### config.mk
export PLATFORM = sky130hd
export DESIGN_NAME = ahbl_apb_bridge_mslot
export DESIGN_NICKNAME = d
export VERILOG_FILES = /design/src/rtl/ahbl_apb_bridge_mslot.sv
export SDC_FILE = /design/constraint.sdc
export NUM_CORES = 1
export LEC_CHECK = 0
export CAP_MARGIN = 5
export CORE_MARGIN = 1
export CORE_UTILIZATION = 39
export DETAILED_ROUTE_END_ITERATION = 16
export GPL_TIMING_DRIVEN = 0
export PLACE_DENSITY = 0.9
export SETUP_SLACK_MARGIN = 0.5
export SLEW_MARGIN = 10
export SYNTH_ARGS = -nofsm -noshare
export SYNTH_HDL_FRONTEND = slang
export SYNTH_SLANG_ARGS = --single-unit
### constraint.sdc
create_clock -name HCLK -period 2 [get_ports HCLK]
set_input_delay 0.5 -clock HCLK [delete_from_list [all_inputs] [get_ports HCLK]]
set_output_delay 0.5 -clock HCLK [all_outputs]
set_load 0.02 [all_outputs]
### src/rtl/ahbl_apb_bridge_mslot.sv
// AHB-Lite slave to APB3 master bridge with configurable slot decode, a two-cycle
// ERROR response for PSLVERR/unmapped slots, and an optional PREADY watchdog.
module ahbl_apb_bridge_mslot #(
  parameter int unsigned NUM_SLAVES     = 16,
  parameter int unsigned ADDR_WIDTH     = 32,
  parameter int unsigned SLOT_LSB       = 8,
  parameter int unsigned TIMEOUT_CYCLES = 0
) (
  input  logic                  HCLK,
  input  logic                  HRESETN,
  input  logic                  HSEL,
  input  logic [ADDR_WIDTH-1:0] HADDR,
  input  logic                  HWRITE,
  input  logic [1:0]            HTRANS,
  input  logic [2:0]            HSIZE,
  input  logic [31:0]           HWDATA,
  input  logic                  HREADYIN,
  output logic [31:0]           HRDATA,
  output logic                  HREADYOUT,
  output logic                  HRESP,
  output logic [NUM_SLAVES-1:0] PSEL,
  output logic [ADDR_WIDTH-1:0] PADDR,
  output logic                  PWRITE,
  output logic                  PENABLE,
  output logic [31:0]           PWDATA,
  input  logic [31:0]           PRDATA,
  input  logic                  PREADY,
  input  logic                  PSLVERR
);

  typedef enum logic [2:0] {
    ST_IDLE,
    ST_SETUP,
    ST_ACCESS,
    ST_ERR1,
    ST_ERR2
  } state_e;

  // The watchdog only ever needs to reach TIMEOUT_CYCLES-1: that value marks the last ACCESS cycle.
  localparam int unsigned    WD_W    = (TIMEOUT_CYCLES > 1) ? $clog2(TIMEOUT_CYCLES) : 1;
  localparam logic [WD_W-1:0] WD_LAST = (TIMEOUT_CYCLES > 0) ? WD_W'(TIMEOUT_CYCLES - 1) : '0;

  state_e                  state_q,  state_d;
  logic [ADDR_WIDTH-1:0]   paddr_q,  paddr_d;
  logic                    pwrite_q, pwrite_d;
  logic [3:0]              slot_q,   slot_d;
  logic [31:0]             pwdata_q, pwdata_d;
  logic [31:0]             hrdata_q, hrdata_d;
  logic [WD_W-1:0]         wdog_q,   wdog_d;

  logic                    accept;
  logic [3:0]              addr_slot;
  logic                    slot_mapped;
  logic                    timeout;
  logic                    unused_ok;

  assign accept      = HSEL & HREADYIN & HTRANS[1];
  assign addr_slot   = HADDR[SLOT_LSB +: 4];
  assign slot_mapped = ({1'b0, addr_slot} < 5'(NUM_SLAVES));
  assign timeout     = (TIMEOUT_CYCLES > 0) && (wdog_q == WD_LAST);
  assign unused_ok   = ^{HSIZE, HTRANS[0]};

  // NOTE: every _d gets its _q value first so no path through the case leaves a latch.
  always_comb begin
    state_d  = state_q;
    paddr_d  = paddr_q;
    pwrite_d = pwrite_q;
    slot_d   = slot_q;
    pwdata_d = pwdata_q;
    hrdata_d = hrdata_q;
    wdog_d   = wdog_q;

    unique case (state_q)
      ST_IDLE, ST_ERR2: begin
        state_d = ST_IDLE;
        if (accept) begin
          paddr_d  = HADDR;
          pwrite_d = HWRITE;
          slot_d   = addr_slot;
          state_d  = slot_mapped ? ST_SETUP : ST_ERR1;
        end
      end
      ST_SETUP: begin
        pwdata_d = HWDATA;
        wdog_d   = '0;
        state_d  = ST_ACCESS;
      end
      ST_ACCESS: begin
        // A timeout wins over a PREADY arriving in the same cycle.
        if (timeout) begin
          state_d = ST_ERR1;
        end else if (PREADY) begin
          if (PSLVERR) begin
            state_d = ST_ERR1;
          end else begin
            state_d = ST_IDLE;
            if (!pwrite_q) hrdata_d = PRDATA;
          end
        end else begin
          wdog_d = wdog_q + 1'b1;
        end
      end
      ST_ERR1: state_d = ST_ERR2;
      default: state_d = ST_IDLE;
    endcase
  end

  // NOTE: state registers use non-blocking assignments so every flop samples pre-edge values.
  always_ff @(posedge HCLK or negedge HRESETN) begin
    if (!HRESETN) begin
      state_q  <= ST_IDLE;
      paddr_q  <= '0;
      pwrite_q <= 1'b0;
      slot_q   <= '0;
      pwdata_q <= '0;
      hrdata_q <= '0;
      wdog_q   <= '0;
    end else begin
      state_q  <= state_d;
      paddr_q  <= paddr_d;
      pwrite_q <= pwrite_d;
      slot_q   <= slot_d;
      pwdata_q <= pwdata_d;
      hrdata_q <= hrdata_d;
      wdog_q   <= wdog_d;
    end
  end

  // Outputs decode from state so an asynchronous reset clears them immediately.
  assign PSEL      = (state_q == ST_SETUP || state_q == ST_ACCESS)
                     ? (NUM_SLAVES'(1) << slot_q) : '0;
  assign PENABLE   = (state_q == ST_ACCESS);
  assign PADDR     = paddr_q;
  assign PWRITE    = pwrite_q;
  assign PWDATA    = (state_q == ST_SETUP) ? HWDATA : pwdata_q;
  assign HRDATA    = hrdata_q;
  assign HREADYOUT = (state_q == ST_IDLE) || (state_q == ST_ERR2);
  assign HRESP     = (state_q == ST_ERR1) || (state_q == ST_ERR2);

endmodule
==> results of run 1 <==
==> cell families after synthesis <==
| family | Yosys count | synth area share, % |
|---|---|---|
| flops | 100 | 62.1 |
| mux | 97 | 29.9 |
| simple gates | 36 | 5.12 |
| buf+inv | 10 | 2.51 |
| compound gates | 1 | 0.217 |
| xor+xnor | 1 | 0.217 |
==> worst max-delay path, stage by stage, from the launching register on <==
cell and delay [ns]:
dfrtp_2 0.47, nor3b_4 0.23, buf_6 0.15, buf_12 0.11, buf_12 0.13, mux2_4 0.31, buf_6 0.14
==> per-layer routing <==
metal / vias up / share of wire [%]
met5: - / 0
li1: 1418 / -
met2: 155 / 52
met3: 28 / 7.8
met1: 1514 / 37
met4: 0 / 2.8
==> stage by stage <==
| step | setup slack (ns) | hold slack [ns] | total power, mW | util (%) |
|---|---|---|---|---|
| after floorplan | 0.129 | 0.204 | 6.68 | - |
| after global placement | -3.57 | 0.475 | 9.33 | 66.3 |
| after detailed placement | -0.596 | 0.479 | 9.50 | 66.5 |
| after CTS | -0.408 | 0.112 | 11.1 | 72.4 |
| after global routing | -0.484 | 0.134 | 12.0 | 74.0 |
| final | -0.414 | 0.104 | 11.4 | 74.0 |
==> cell usage in the layout (no fill, tap or decap), drive strengths merged <==
| master | n |
|---|---|
| nor3 | 4 |
| nor3b | 4 |
| nand4 | 1 |
| buf | 178 |
| nand3b | 1 |
| nand2b | 3 |
| clkbuf | 11 |
| nor2 | 14 |
| dfrtp | 100 |
| xor2 | 1 |
| nand2 | 3 |
| clkdlybuf4s50 | 102 |
| a21o | 1 |
| or3b | 1 |
| nand3 | 2 |
| nand4b | 1 |
| mux2 | 97 |
| clkinv | 4 |
| or2 | 1 |
| clkinvlp | 1 |
| and3b | 1 |
==> cell type report <==
type                            instances  area [µm²]  area share [%]
Buffer                                 10         169            2.30
Clock buffer                           11         141            1.93
Clock inverter                          5        27.5           0.375
Multi-Input combinational cell        135        1750            23.8
Sequential cell                       100        2510            34.2
Tap cell                              133         166            2.27
Timing Repair Buffer                  270        2570            35.1
==> worst min path at each step <==
stage | end | depth (start not counted)
CTS | pwdata_q[11] | 1
global route | pwdata_q[11] | 1
global placement | pwdata_q[9] | 1
floorplan | HRDATA[0] | 0
detailed placement | pwdata_q[2] | 1
finish | pwdata_q[11] | 1
==> power by group <==
group / total [mW] / internal [mW] / switching (mW) / leakage, nW
clock network: 1.15 / 0.478 / 0.669 / 0.0889
registers: 3.59 / 3.02 / 0.569 / 1.20
logic: 6.69 / 3.55 / 3.14 / 2.18
==> state kept, by name (all words and copies together), names as in the netlist <==
| register | flops |
|---|---|
| state_q | 3 |
| PADDR | 32 |
| HRDATA | 32 |
| pwdata_q | 32 |
| PWRITE | 1 |
==> repair_timing <==
item | 4_1_cts | 5_1_grt
pin swaps | 6 | 5
setup endpoints to repair | 211 | 152
resized for setup | 626 | 31
cloned | 6 | 0
setup buffers | 33 | 11
==> reports/summary.txt, run 1 <==
Detail Route Antenna Nets -> 0
vias per inst -> 4.69
Slew HR -> 62.4%
power density cells -> 1560 nW/µm²
area delta synth->final -> 81.8%
RSZ-0062 raised after global routing -> yes
ANT cells -> 0
grt met2 use -> 41.1%
CP Data Required Time -> 1.50 ns
layout cells sized above 1 -> 61.4%
initial antenna violation count -> 0
Arr. time, crit path -> 1.91 ns
Setup TNS Final -> -16.17 ns
count leader, synth -> dfrtp_1
TritonCTS buffer count -> 9
Seq/Total Area, Yosys -> 62.1%
drt pass-1 iters -> 4
Reg clk slew, reported paths -> 0.09 ns
global placement routability congestion -> 0.805
Post-CTS Hold Buffers -> 0
die height -> 104 µm
Top Usage Layer GRT -> met2
Worst R2R Setup Slack -> 0 ns
CP Capture Point -> PWDATA[26]
Peak VDD IR -> 0.00112 V
Seq cells post-synth -> 100
Final nets -> 634
worst skew pair latency -> 0.37 ns
outcome -> finished, violations left
synthesized area per cell -> 16.5 µm²
Max Clk Rate -> 414 MHz
Max clock buf depth -> 2
horizontal die dimension -> 104 µm
dpl cells -> 598
filler instances -> 617
total routed wirelength -> 12000 µm
die area -> 10800 µm²
Design Area, Final -> 7330 µm²
reg-to-reg endpoint -> HRDATA[16]
violated checks -> setup timing
top_reg_cell synth -> dfrtp_1
YS warnings -> 0
synth cell count leaders -> 100 x dfrtp_1, 67 x mux2_2, 30 x mux2_4
vias in the first global route -> 3578
Post-Syn Nets -> 353
first-pass GRT wire length -> 19200 µm
number of flops mapped to enable cells by yosys -> 0
H-tree depth reported by CTS -> 3
CTS tree -> built
Post-DP HPWL -> 7990 µm
final setup fails -> 50
dominant cell type by area after synthesis -> dfrtp_1
Initial Utilization -> 40.7%
dominant cells by area after synthesis -> dfrtp_1 62%, mux2_2 19%, mux2_4 11%, buf_12 1.5%, nor2_1 1.3%
Post-Syn Area -> 4030 µm²
CP Max Fanout -> 5
Iter 0 DRT Violations -> 75
Max Slew Vio Count -> 0
slack of the critical path -> -0.414 ns
Rows -> 36
fin crit period -> 2.41 ns
routed via count -> 3115
Routed wire per std cell -> 18.1 µm
worst-case reg-to-reg path depth -> 7
critical path launch point type -> flip-flop
Port Buffer Count -> 219
endpoints failing hold -> 0
beginning of the critical path -> state_q[1]
Final Non-Filler Cells -> 664
DRC errors left -> 0
CTS Sinks -> 100
actual slew at the worst max-slew pin -> 0.563 ns
total congestion overflow -> 0
WS Path Type -> reg2out
Placement Cell Area -> 6590 µm²
clock skew -> 0.0120 ns
pin count of the biggest net entering global routing -> 61
gr usage total -> 23.3%
post-synth top area share -> 62.1%
Pleak -> 3.47 nW
met3 usage -> 7.87%
CTS Root Cell -> clkbuf_8
Hold WC Path Type -> in2async
max_cap viols -> 0
GR Util met1 -> 25.7%
Post-Synthesis Cells -> 245
FFs w/ async S/R, synth -> 100%
Worst Setup End Kind -> output pin
FF-to-FF Start -> state_q[2]
period utilization -> 121%
post-synth cell types -> 22
total core area -> 9910 µm²
IO Count -> 224
Power figures use the tool's default switching activity.
==> run 2, diff against run 1 <==
--- a/config.mk
+++ b/config.mk
@@ -6,11 +6,13 @@
 export NUM_CORES = 1
 export LEC_CHECK = 0
 export CAP_MARGIN = 5
+export CELL_PAD_IN_SITES_DETAIL_PLACEMENT = 1
+export CELL_PAD_IN_SITES_GLOBAL_PLACEMENT = 2
 export CORE_MARGIN = 1
-export CORE_UTILIZATION = 39
+export CORE_UTILIZATION = 24
 export DETAILED_ROUTE_END_ITERATION = 16
 export GPL_TIMING_DRIVEN = 0
-export PLACE_DENSITY = 0.9
+export PLACE_DENSITY = 0.88
 export SETUP_SLACK_MARGIN = 0.5
 export SLEW_MARGIN = 10
 export SYNTH_ARGS = -nofsm -noshare
==> reports/summary.txt, run 2 (same netlist as run 1, synthesis figures left out) <==
Setup TNS Final -> -13.02 ns
layout cells sized above 1 -> 60.3%
total core area -> 16500 µm²
CTS tree -> built
Slew HR -> 57.4%
total routed wirelength -> 14000 µm
Peak VDD IR -> 0.000623 V
final setup fails -> 49
power density cells -> 1590 nW/µm²
vias per inst -> 4.25
total congestion overflow -> 0
CP Data Required Time -> 1.50 ns
endpoints failing hold -> 0
gr usage total -> 16.7%
fin crit period -> 2.34 ns
TritonCTS buffer count -> 9
slack of the critical path -> -0.340 ns
first-pass GRT wire length -> 22200 µm
Reg clk slew, reported paths -> 0.07 ns
Worst Setup End Kind -> output pin
Routed wire per std cell -> 18.8 µm
Arr. time, crit path -> 1.84 ns
CP Capture Point -> PWDATA[9]
clock skew -> 0.00814 ns
WS Path Type -> reg2out
drt pass-1 iters -> 4
period utilization -> 117%
Post-CTS Hold Buffers -> 0
DRC errors left -> 0
CP Max Fanout -> 10
Port Buffer Count -> 219
CTS Sinks -> 100
worst-case reg-to-reg path depth -> 6
reg-to-reg endpoint -> HRDATA[8]
Worst R2R Setup Slack -> 0.05 ns
Max Clk Rate -> 427 MHz
Post-DP HPWL -> 9650 µm
actual slew at the worst max-slew pin -> 0.640 ns
IO Count -> 224
horizontal die dimension -> 132 µm
Hold WC Path Type -> in2async
commonest non-fill, non-tap cell in the layout -> clkdlybuf4s50_1
Detail Route Antenna Nets -> 0
outcome -> finished, violations left
beginning of the critical path -> state_q[2]
dpl cells -> 685
filler instances -> 1713
RSZ-0062 raised after global routing -> yes
Final Non-Filler Cells -> 746
max_cap viols -> 0
Pleak -> 3.49 nW
vias in the first global route -> 3747
CTS Root Cell -> clkbuf_16
Iter 0 DRT Violations -> 86
violated checks -> setup timing
worst skew pair latency -> 0.34 ns
most frequent cells in the layout -> 102 x clkdlybuf4s50_1, 94 x dfrtp_1, 76 x buf_6, 64 x mux2_4, 63 x buf_2
ANT cells -> 0
area delta synth->final -> 85.8%
routed via count -> 3169
global placement routability congestion -> 0.735
Max clock buf depth -> 2
initial antenna violation count -> 0
pin count of the biggest net entering global routing -> 56
Initial Utilization -> 24.5%
die area -> 17300 µm²
Max Slew Vio Count -> 0
Final nets -> 629
die height -> 132 µm
critical path launch point type -> flip-flop
H-tree depth reported by CTS -> 3
Rows -> 47
FF-to-FF Start -> state_q[0]
-- run 2: cell count changes in the layout (fill, tap and decap cells not counted), sizes merged --
cell and change:
buf -5, clkbuf +2, clkinv -2
-- run 2: stage by stage --
| step | setup WS, ns | cell area, µm² | hold WS [ns] | util, % | total power [mW] |
|---|---|---|---|---|---|
| after CTS | -0.341 | 7580 | 0.184 | 46.0 | 12.0 |
| after global routing | -0.412 | 7490 | 0.189 | 45.5 | 12.5 |
| final | -0.340 | 7490 | 0.167 | 45.5 | 11.9 |
| after floorplan | 0.129 | 4210 | 0.204 | - | 6.68 |
| after global placement | -3.70 | 6680 | 0.481 | 40.5 | 9.39 |
| after detailed placement | -0.563 | 6700 | 0.487 | 40.7 | 9.60 |
-- run 2: final cells by class --
type                    count  area, µm²  share of cell area, %
clock inverters             3       21.3                  0.284
plain buffers              10        168                   2.24
well taps                 220        275                   3.67
flip-flops and latches    100       2510                   33.5
repair buffers            265       2490                   33.2
multi-input cells         135       1770                   23.6
clock buffers              13        260                   3.47
-- run 2: report_power, final --
part / internal (mW) / leakage, nW / switching [mW] / total [mW]
clock network: 0.915 / 0.136 / 0.763 / 1.68
logic: 3.45 / 2.16 / 3.25 / 6.70
registers: 3.03 / 1.20 / 0.525 / 3.55
total: 7.39 / 3.49 / 4.54 / 11.9
-- run 2: worst min-delay path by stage --
stage                       end         from
floorplan             HRDATA[0]      HRESETN
global placement    pwdata_q[0]  pwdata_q[0]
detailed placement  pwdata_q[7]  pwdata_q[7]
CTS                   HRDATA[1]      HRESETN
global route          HRDATA[1]      HRESETN
finish               HRDATA[13]      HRESETN
-- run 2: critical path: stages, from the launching register on --
cell and delay (ns):
dfrtp_2 0.43, nor3b_4 0.23, buf_6 0.14, buf_6 0.10
buf_12 0.13, mux2_4 0.31, buf_2 0.16
-- run 2: timing repair --
action	in CTS	in global routing
setup buffers	38	3
pin swaps	7	5
gates cloned	4	0
gates resized for setup	616	39
setup endpoints to repair	211	172
hold endpoints to repair	0	0
-- run 2: per-layer routing --
layer	share of wire, %	global-route usage (%)	wire (µm)
met1	35	18.1	4980
met3	4.0	2.93	556
met5	0	0	0
met4	2.9	7.75	410
met2	58	31.3	8100
==> run 3, diff against run 2 <==
--- a/config.mk
+++ b/config.mk
@@ -8,7 +8,7 @@
 export CAP_MARGIN = 5
 export CELL_PAD_IN_SITES_DETAIL_PLACEMENT = 1
 export CELL_PAD_IN_SITES_GLOBAL_PLACEMENT = 2
-export CORE_MARGIN = 1
+export CORE_MARGIN = 5
 export CORE_UTILIZATION = 24
 export DETAILED_ROUTE_END_ITERATION = 16
 export GPL_TIMING_DRIVEN = 0
==> reports/summary.txt, run 3 (same netlist as run 1, synthesis figures left out) <==
outcome -> finished, violations left
violated checks -> setup timing
Final Non-Filler Cells -> 743
Design Area, Final -> 7390 µm²
worst skew pair latency -> 0.34 ns
initial antenna violation count -> 0
vias per inst -> 4.18
WP buf/inv -> 3
Port Buffer Count -> 219
total congestion overflow -> 0
actual slew at the worst max-slew pin -> 0.494 ns
Worst Setup End Kind -> output pin
endpoints failing hold -> 0
slack of the critical path -> -0.342 ns
Detail Route Antenna Nets -> 0
worst-case reg-to-reg path depth -> 6
crit-path cells -> nor3b_4 -> buf_6 -> buf_8 -> mux2_2 -> buf_4
most frequent cells in the layout -> 101 x clkdlybuf4s50_1, 94 x dfrtp_1, 56 x buf_6, 54 x buf_2, 52 x mux2_2
Post-DP HPWL -> 9990 µm
Rows -> 47
Placement Cell Area -> 6710 µm²
gr usage total -> 13.9%
Initial Utilization -> 24.4%
clock skew -> 0.00608 ns
layout cells sized above 1 -> 58.5%
CTS tree -> built
routed via count -> 3104
commonest non-fill, non-tap cell in the layout -> clkdlybuf4s50_1
CTS Sinks -> 100
Critical-path top delay cell -> dfrtp_2
fin util -> 44.7%
CTS Root Cell -> clkbuf_16
area delta synth->final -> 83.2%
dpl cells -> 685
total core area -> 16500 µm²
Iter 0 DRT Violations -> 85
CP Data Required Time -> 1.50 ns
Reg clk slew, reported paths -> 0.07 ns
H-tree depth reported by CTS -> 3
final setup fails -> 49
Hold WC Path Type -> in2async
Peak VDD IR -> 0.000651 V
WP depth -> 5
Arr. time, crit path -> 1.84 ns
period utilization -> 117%
CP Max Fanout -> 10
global placement routability congestion -> 0.716
horizontal die dimension -> 140 µm
IO Count -> 224
Pleak -> 3.50 nW
Routed wire per std cell -> 18.7 µm
drt pass-1 iters -> 4
post-place setup slack -> -0.540 ns
die area -> 19500 µm²
first-pass GRT wire length -> 21100 µm
TritonCTS buffer count -> 9
family with the most delay on the worst path -> buffers and inverters
Hold Worst Slack -> 0.0923 ns
die height -> 140 µm
Slew HR -> 67.1%
WS Path Type -> reg2out
ANT cells -> 0
power density cells -> 1570 nW/µm²
critical path launch point type -> flip-flop
pin count of the biggest net entering global routing -> 53
vias in the first global route -> 3628
RSZ-0062 raised after global routing -> yes
Max Slew Vio Count -> 0
fin crit period -> 2.34 ns
Final nets -> 626
total routed wirelength -> 13900 µm
max_cap viols -> 0
Max clock buf depth -> 2
Max Clk Rate -> 427 MHz
DRC errors left -> 0
max incr delay on CP -> 0.45 ns
[run 3: changes by cell type in the layout (fill, tap and decap cells not counted), sizes merged]
cell / delta
buf: -15
dlymetal6s2s: +11
clkbuf: -2
bufinv: +1
clkdlybuf4s50: -1
clkinvlp: +1
dlygate4sd2: +1
inv: +1
[run 3: worst register-to-register path, cell delays in order, from the launching register on]
cell     delay (ns)
dfrtp_2        0.46
buf_4          0.16
nor3b_4        0.19
or3b_4         0.42
buf_12         0.17
buf_16         0.15
mux2_4         0.29
[run 3: cell type report]
class,count,area (µm²)
clock buffers,10,229
clock inverters,6,63.8
plain buffers,10,164
fillers,1680,9140
repair buffers,262,2440
multi-input cells,135,1710
well taps,220,275
flip-flops and latches,100,2510
[run 3: final timing paths]
check | startpoint | endpoint | slack [ns]
hold reg to reg | pwdata_q[29] | pwdata_q[29] | 0.50
hold / removal | HRESETN | pwdata_q[18] | 0.09
max in group asynchronous | HRESETN | HRDATA[26] | 1.27
min in group HCLK | pwdata_q[29] | pwdata_q[29] | 0.50
setup / recovery | state_q[1] | PWDATA[13] | -0.34
setup reg to reg | state_q[2] | HRDATA[30] | 0.05
[run 3: where the power goes]
group	leakage [nW]	internal, mW	switching (mW)
logic	2.17	3.19	3.14
clock network	0.139	0.972	0.784
registers	1.20	3.02	0.506
[run 3: per-layer routing]
metal | vias up | GRT usage, % | share of wire, %
li1 | 1403 | - | -
met1 | 1571 | 14.4 | 36
met2 | 112 | 26.2 | 56
met3 | 18 | 4.32 | 6.0
met4 | 0 | 4.79 | 2.2
met5 | - | 0 | 0
[run 3: metrics by stage]
stage / total power, mW / TNS, ns
4_1_cts: 11.5 / -12.96
6_report: 11.6 / -12.87
2_1_floorplan: 6.68 / 0
5_1_grt: 12.2 / -17.15
3_5_place_dp: 9.62 / -37.72
3_3_place_gp: 9.44 / -377.96
[run 3: what timing repair did]
item | in CTS | in global routing
buffers inserted | 26 | 13
pin swaps | 7 | 5
gates cloned | 3 | 0
hold buffers | 0 | 0
resized for setup | 541 | 36
endpoints found under the setup margin | 211 | 155
